==> src/rtl/uart_tx_frame_if.sv <==
// Parallel-side handshake bundle of the UART transmitter: byte, request, frame
// configuration and the busy indication returned by the transmitter.
interface uart_tx_frame_if #(
  parameter int DATA_WIDTH = 8
);
  logic [DATA_WIDTH-1:0] p_data;
  logic                  data_valid;
  logic                  par_en;
  logic                  par_typ;
  logic [5:0]            prescale;
  logic                  busy;

  modport master (
    output p_data, data_valid, par_en, par_typ, prescale,
    input  busy
  );

  modport slave (
    input  p_data, data_valid, par_en, par_typ, prescale,
    output busy
  );
endinterface

==> src/rtl/uart_tx_frame.sv <==
// UART transmitter: start bit, DATA_WIDTH data bits LSB first, optional parity,
// stop bit(s), each held for prescale clocks. UART_TX_STOP2_EN selects two stop bits.
module uart_tx_frame #(
  parameter int DATA_WIDTH = 8
) (
  input  logic             clk,
  input  logic             rst,
  uart_tx_frame_if.slave   tx_if,
  output logic             tx_out
);

  localparam int BW = (DATA_WIDTH > 1) ? $clog2(DATA_WIDTH) : 1;
  localparam logic [BW-1:0] BIT_ONE  = BW'(1);
  localparam logic [BW-1:0] BIT_LAST = BW'(DATA_WIDTH - 1);
`ifdef UART_TX_STOP2_EN
  localparam logic STOP_LAST = 1'b1;
`else
  localparam logic STOP_LAST = 1'b0;
`endif

  typedef enum logic [2:0] {
    IDLE   = 3'd0,
    START  = 3'd1,
    DATA   = 3'd2,
    PARITY = 3'd3,
    STOP   = 3'd4
  } state_t;

  state_t                state_r, state_nxt_s;
  logic [5:0]            cnt_r, cnt_nxt_s;
  logic [BW-1:0]         bit_idx_r, bit_nxt_s;
  logic                  stop_cnt_r, stop_nxt_s;
  logic                  tx_r, tx_nxt_s;
  logic                  busy_r;
  logic                  accept_s;
  logic [DATA_WIDTH-1:0] data_r;
  logic                  par_en_r;
  logic                  par_typ_r;
  logic [5:0]            pre_r;
  logic [5:0]            pm1_s;
  logic                  last_s;

  function automatic logic parity_f(input logic [DATA_WIDTH-1:0] d, input logic odd);
    return (^d) ^ odd;
  endfunction

  // A prescale of 0 behaves as 1, so the terminal edge count is never below 0.
  assign pm1_s  = (pre_r == 6'd0) ? 6'd0 : (pre_r - 6'd1);
  assign last_s = (cnt_r == pm1_s);

  // Next-state, counters and next line level, all derived from registered state.
  always_comb begin
    state_nxt_s = state_r;
    cnt_nxt_s   = cnt_r;
    bit_nxt_s   = bit_idx_r;
    stop_nxt_s  = stop_cnt_r;
    tx_nxt_s    = tx_r;
    accept_s    = 1'b0;
    case (state_r)
      IDLE: begin
        tx_nxt_s  = 1'b1;
        cnt_nxt_s = 6'd0;
        if (tx_if.data_valid) begin
          accept_s    = 1'b1;
          state_nxt_s = START;
          tx_nxt_s    = 1'b0;
        end else begin
          state_nxt_s = IDLE;
        end
      end
      START: begin
        tx_nxt_s = 1'b0;
        if (last_s) begin
          cnt_nxt_s   = 6'd0;
          bit_nxt_s   = {BW{1'b0}};
          state_nxt_s = DATA;
          tx_nxt_s    = data_r[0];
        end else begin
          cnt_nxt_s = cnt_r + 6'd1;
        end
      end
      DATA: begin
        tx_nxt_s = data_r[bit_idx_r];
        if (last_s) begin
          cnt_nxt_s = 6'd0;
          if (bit_idx_r == BIT_LAST) begin
            bit_nxt_s = {BW{1'b0}};
            if (par_en_r) begin
              state_nxt_s = PARITY;
              tx_nxt_s    = parity_f(data_r, par_typ_r);
            end else begin
              state_nxt_s = STOP;
              stop_nxt_s  = 1'b0;
              tx_nxt_s    = 1'b1;
            end
          end else begin
            bit_nxt_s = bit_idx_r + BIT_ONE;
            tx_nxt_s  = data_r[bit_idx_r + BIT_ONE];
          end
        end else begin
          cnt_nxt_s = cnt_r + 6'd1;
        end
      end
      PARITY: begin
        tx_nxt_s = parity_f(data_r, par_typ_r);
        if (last_s) begin
          cnt_nxt_s   = 6'd0;
          state_nxt_s = STOP;
          stop_nxt_s  = 1'b0;
          tx_nxt_s    = 1'b1;
        end else begin
          cnt_nxt_s = cnt_r + 6'd1;
        end
      end
      STOP: begin
        tx_nxt_s = 1'b1;
        if (last_s) begin
          cnt_nxt_s = 6'd0;
          if (stop_cnt_r == STOP_LAST) begin
            state_nxt_s = IDLE;
            stop_nxt_s  = 1'b0;
          end else begin
            stop_nxt_s = 1'b1;
          end
        end else begin
          cnt_nxt_s = cnt_r + 6'd1;
        end
      end
      default: begin
        state_nxt_s = IDLE;
        cnt_nxt_s   = 6'd0;
        bit_nxt_s   = {BW{1'b0}};
        stop_nxt_s  = 1'b0;
        tx_nxt_s    = 1'b1;
      end
    endcase
  end

  // State, counters, registered outputs and the frame snapshot taken on accept.
  always_ff @(posedge clk) begin
    if (rst) begin
      state_r    <= IDLE;
      cnt_r      <= 6'd0;
      bit_idx_r  <= {BW{1'b0}};
      stop_cnt_r <= 1'b0;
      tx_r       <= 1'b1;
      busy_r     <= 1'b0;
      data_r     <= {DATA_WIDTH{1'b0}};
      par_en_r   <= 1'b0;
      par_typ_r  <= 1'b0;
      pre_r      <= 6'd0;
    end else begin
      state_r    <= state_nxt_s;
      cnt_r      <= cnt_nxt_s;
      bit_idx_r  <= bit_nxt_s;
      stop_cnt_r <= stop_nxt_s;
      tx_r       <= tx_nxt_s;
      busy_r     <= (state_nxt_s != IDLE);
      if (accept_s) begin
        data_r    <= tx_if.p_data;
        par_en_r  <= tx_if.par_en;
        par_typ_r <= tx_if.par_typ;
        pre_r     <= tx_if.prescale;
      end else begin
        data_r    <= data_r;
        par_en_r  <= par_en_r;
        par_typ_r <= par_typ_r;
        pre_r     <= pre_r;
      end
    end
  end

  assign tx_out     = tx_r;
  assign tx_if.busy = busy_r;

endmodule

==> src/flat_wrapper.sv <==
// flat-port wrapper written by rule: the top's interface ports become plain ports
module uart_tx_frame_flat 
#(
  parameter int DATA_WIDTH = 8
)
  (clk, rst, tx_out, tx_if_p_data, tx_if_data_valid, tx_if_par_en, tx_if_par_typ, tx_if_prescale, tx_if_busy);
  uart_tx_frame_if #(.DATA_WIDTH(DATA_WIDTH)) tx_if_i ();
  input  logic clk;
  input  logic rst;
  output logic tx_out;
  input wire logic [$bits(tx_if_i.p_data)-1:0] tx_if_p_data;
  input wire logic [$bits(tx_if_i.data_valid)-1:0] tx_if_data_valid;
  input wire logic [$bits(tx_if_i.par_en)-1:0] tx_if_par_en;
  input wire logic [$bits(tx_if_i.par_typ)-1:0] tx_if_par_typ;
  input wire logic [$bits(tx_if_i.prescale)-1:0] tx_if_prescale;
  output wire logic [$bits(tx_if_i.busy)-1:0] tx_if_busy;
  assign tx_if_i.p_data = tx_if_p_data;
  assign tx_if_i.data_valid = tx_if_data_valid;
  assign tx_if_i.par_en = tx_if_par_en;
  assign tx_if_i.par_typ = tx_if_par_typ;
  assign tx_if_i.prescale = tx_if_prescale;
  assign tx_if_busy = tx_if_i.busy;
  uart_tx_frame #(.DATA_WIDTH(DATA_WIDTH)) u_core (.clk(clk), .rst(rst), .tx_if(tx_if_i), .tx_out(tx_out));
endmodule
==> config.mk <==
export PLATFORM = sky130hd
export DESIGN_NAME = uart_tx_frame_flat
export DESIGN_NICKNAME = d
export VERILOG_FILES = /design/src/rtl/uart_tx_frame_if.sv /design/src/rtl/uart_tx_frame.sv /design/src/flat_wrapper.sv
export SDC_FILE = /design/constraint.sdc
export NUM_CORES = 1
export LEC_CHECK = 0
export BUFFER_PORTS_ARGS = -buffer_cell sky130_fd_sc_hd__buf_2
export CAP_MARGIN = 20
export CORE_MARGIN = 4
export CORE_UTILIZATION = 52
export DETAILED_ROUTE_END_ITERATION = 6
export PLACE_DENSITY = 0.75
export SYNTH_ARGS = -nofsm -noshare
export SYNTH_HDL_FRONTEND = slang
export SYNTH_SLANG_ARGS = --single-unit
==> constraint.sdc <==
create_clock -name clk -period 2.6 [get_ports clk]
set_input_delay 0.26 -clock clk [delete_from_list [all_inputs] [get_ports clk]]
set_output_delay 0.26 -clock clk [all_outputs]
set_load 0.01 [all_outputs]
==> impl_metrics.py <==
metrics = {
    "timing": {
        "max_freq_ghz": 0.406,
        "worst_pin_slew_ns": 0.624,
        "rsz0062_at_grt": "false",
        "final.setup.worst_slack_ns": 0.140,
        "fin_crit_sh": 0.946,
        "hold_slack_ns": 0.137,
        "finalHoldViolCount": 0,
        "setup_viol": 0,
        "clock_skew_ns": 0.0149,
        "slew_violations": 0,
        "period_needed_ns": 2.46,
        "relSlewSlack": 0.584,
        "fin_setup_tns_ns": 0,
    },
    "min_path": {
        "hold_depth": 3,
        "hp-class": "primary input to flip-flop",
        "hold_end": "u_core.pre_r[1]",
        "worstHoldStart": "tx_if_prescale[1]",
    },
    "place": {
        "dp_hpwl_um": 2940,
        "gp_congestion": 0.909,
        "postPlaceCellArea_um2": 2030,
        "io_buffers": 20,
        "post-place-ws_ns": 0.0197,
    },
    "setup_path": {
        "worst-endpoint-required_ns": 2.86,
        "critical_path_class": "flip-flop to flip-flop",
        "reg2reg_slack_ns": 0.14,
        "rr_worst_depth": 8,
        "cp-start-kind": "flip-flop",
        "crit_path_end_kind": "flip-flop",
        "worstPathMaxFanout": 5,
        "r2r_start": "u_core.pre_r[0]",
        "worstPathArrival_ns": 2.72,
        "r2r_end": "u_core.state_r[2]",
    },
    "yosys": {
        "yosysUniqueCellTypes": 49,
        "synth_top_cell_area_share": 0.319,
        "synth_top_cell_by_area": "dfxtp_1",
        "ys_ff_latch": 30,
        "syn_area_per_cell_um2": 7.84,
        "synth.cell_area_um2": 1880,
        "async_flop_share": 0,
        "yosys-top-cells-area": "dfxtp_1 32%, nand2_1 8.8%, a21oi_1 7.2%",
        "yosysMostFrequentCell": "nand2_1",
        "yosys_most_used_dff": "dfxtp_1",
        "ys_warn_count": 0,
        "syn_nets": 263,
        "synthTopCellsByCount": "44 x nand2_1, 30 x dfxtp_1, 27 x a21oi_1",
        "synth_edf_count": 0,
        "synth-seq-area-share": 0.319,
        "netlist_instances": 240,
    },
    "die": {
        "die_x_um": 68.2,
        "coreArea_um2": 3420,
        "die_area_um2": 4650,
        "io_pins": 21,
        "die_y_um": 68.2,
        "initial_utilization": 0.551,
        "rows": 21,
    },
    "global_route": {
        "grt_pass1_wl_um": 6710,
        "grt_usage": 0.195,
        "grt_antenna_before_repair": 0,
        "gr-total-overflow": 0,
        "grt_pass1_vias": 1493,
        "grt_max_degree": 27,
    },
    "detailed_routing": {
        "viasPerCell": 5.68,
        "num_vias": 1754,
        "final_antenna_net_count": 0,
        "drt-initial-drc-count": 202,
        "finalWirelength_um": 4090,
        "dr.pass1.iters": 4,
        "drc_errors": 0,
        "wl_per_cell_um": 13.2,
    },
    "final_layout": {
        "drive_gt1_frac": 0.183,
        "fill_cells": 318,
        "areaGrowthSynthToFinish_pct": 13.9,
        "nNetsFinal": 285,
        "finish.utilization": 0.627,
        "stdcell_area_um2": 2140,
        "antennaDiodeCount": 0,
    },
    "clock_tree": {
        "worstSkewPairLatency_ns": 0.34,
        "clock_sinks": 30,
        "cts_made_buffers": 5,
        "clock_path_buffers": 2,
        "cts_tree": "yes",
        "clk_pin_slew_ns": 0.10,
        "cts_root_buf": "clkbuf_4",
        "htree_num_levels": 2,
    },
    "power_and_ir_drop": {
        "peakVddDrop_uv": 473,
        "powerDensity_nw_per_um2": 927,
        "leakage_nw": 0.823,
    },
    "flow_run": {
        "drv_cap": 0,
    },
    "outcome": {
        "status": "complete, no violations",
    },
}
[cell families after synthesis]
kind of cell               after synthesis  synth area share
adders and majority gates                4            0.0266
muxes                                    7            0.0645
xor gates and xnor gates                15            0.0771
AOI/OAI and AO/OA                       56             0.186
DFF                                     30             0.319
and+or+nand+nor                        108             0.283
buffers and inverters                   20            0.0445
[worst max path at each step]
stage | startpoint | endpoint | slack, ns | depth (start not counted)
detailed placement | u_core.pre_r[0] | u_core.bit_idx_r[2] | 0.02 | 9
global placement | u_core.pre_r[1] | u_core.bit_idx_r[2] | 0.09 | 9
global route | u_core.pre_r[0] | u_core.state_r[2] | 0.02 | 8
CTS | u_core.pre_r[1] | u_core.state_r[2] | 0.02 | 8
floorplan | u_core.pre_r[0] | u_core.state_r[1] | 0.16 | 9
finish | u_core.pre_r[0] | u_core.state_r[2] | 0.14 | 8
[timing repair]
item | CTS | global route
buffers inserted | 0 | 1
gates resized for setup | 2 | 7
endpoints found under the setup margin | 1 | 7
hold buffers | 0 | 0
cloned | 0 | 0
[metal layers]
metal / track usage / vias to the layer above / share of wire
li1: - / 898 / -
met1: 0.270 / 800 / 0.47
met2: 0.290 / 49 / 0.45
met3: 0.0394 / 7 / 0.067
met4: 0.0868 / 0 / 0.018
met5: 0 / - / 0
[placed cells by master, fill, tap and decap left out, types with 5 or more instances in the layout]
master    Yosys  final
nor3_1        9      9
clkbuf_4      0      5
dfxtp_1      30     29
nand2b_1      6      6
buf_2         1     20
inv_1         8      8
a21oi_1      27     27
nand2_1      44     44
buf_4         0      7
xnor2_1       8      8
xor2_1        6      6
nor2_1       18     18
[per-stage QoR]
step,total power [mW],cells
finish,1.99,309
global route,2.15,309
CTS,1.95,308
detailed placement,1.63,300
global placement,1.62,300
floorplan,1.39,240
[critical path, stage by stage, from the launching register on]
cell and delay (ns):
dfxtp_1 0.32, inv_1 0.12, ha_4 0.18, nor3b_4 0.23, mux2i_1 0.24, xnor2_1 0.11
or4_4 0.52, or4_1 0.52, a21oi_1 0.15
[final cells by class]
class / count / area, µm² / area share
multi-input cells: 190 / 1240 / 0.577
flip-flops and latches: 30 / 602 / 0.281
repair buffers: 27 / 153 / 0.0712
well taps: 46 / 57.6 / 0.0269
clock buffers: 6 / 51.3 / 0.0239
inverters: 8 / 30.0 / 0.0140
clock inverters: 2 / 12.5 / 0.00584
[where the power goes]
part           total [mW]  switching (mW)  internal (mW)
clock               0.303           0.174          0.130
sequential          0.670           0.122          0.548
combinational        1.01           0.539          0.476
total                1.99           0.834           1.15
[sequential cells by signal, indices dropped and copies added, names as in the netlist]
signal             flops
u_core.data_r          8
u_core.bit_idx_r       3
u_core.state_r         3
u_core.tx_if.busy      1
u_core.par_typ_r       1
u_core.cnt_r           6
u_core.tx_out          1
u_core.par_en_r        1
u_core.pre_r           6
Note: power is estimated with default switching activity, not from simulation.
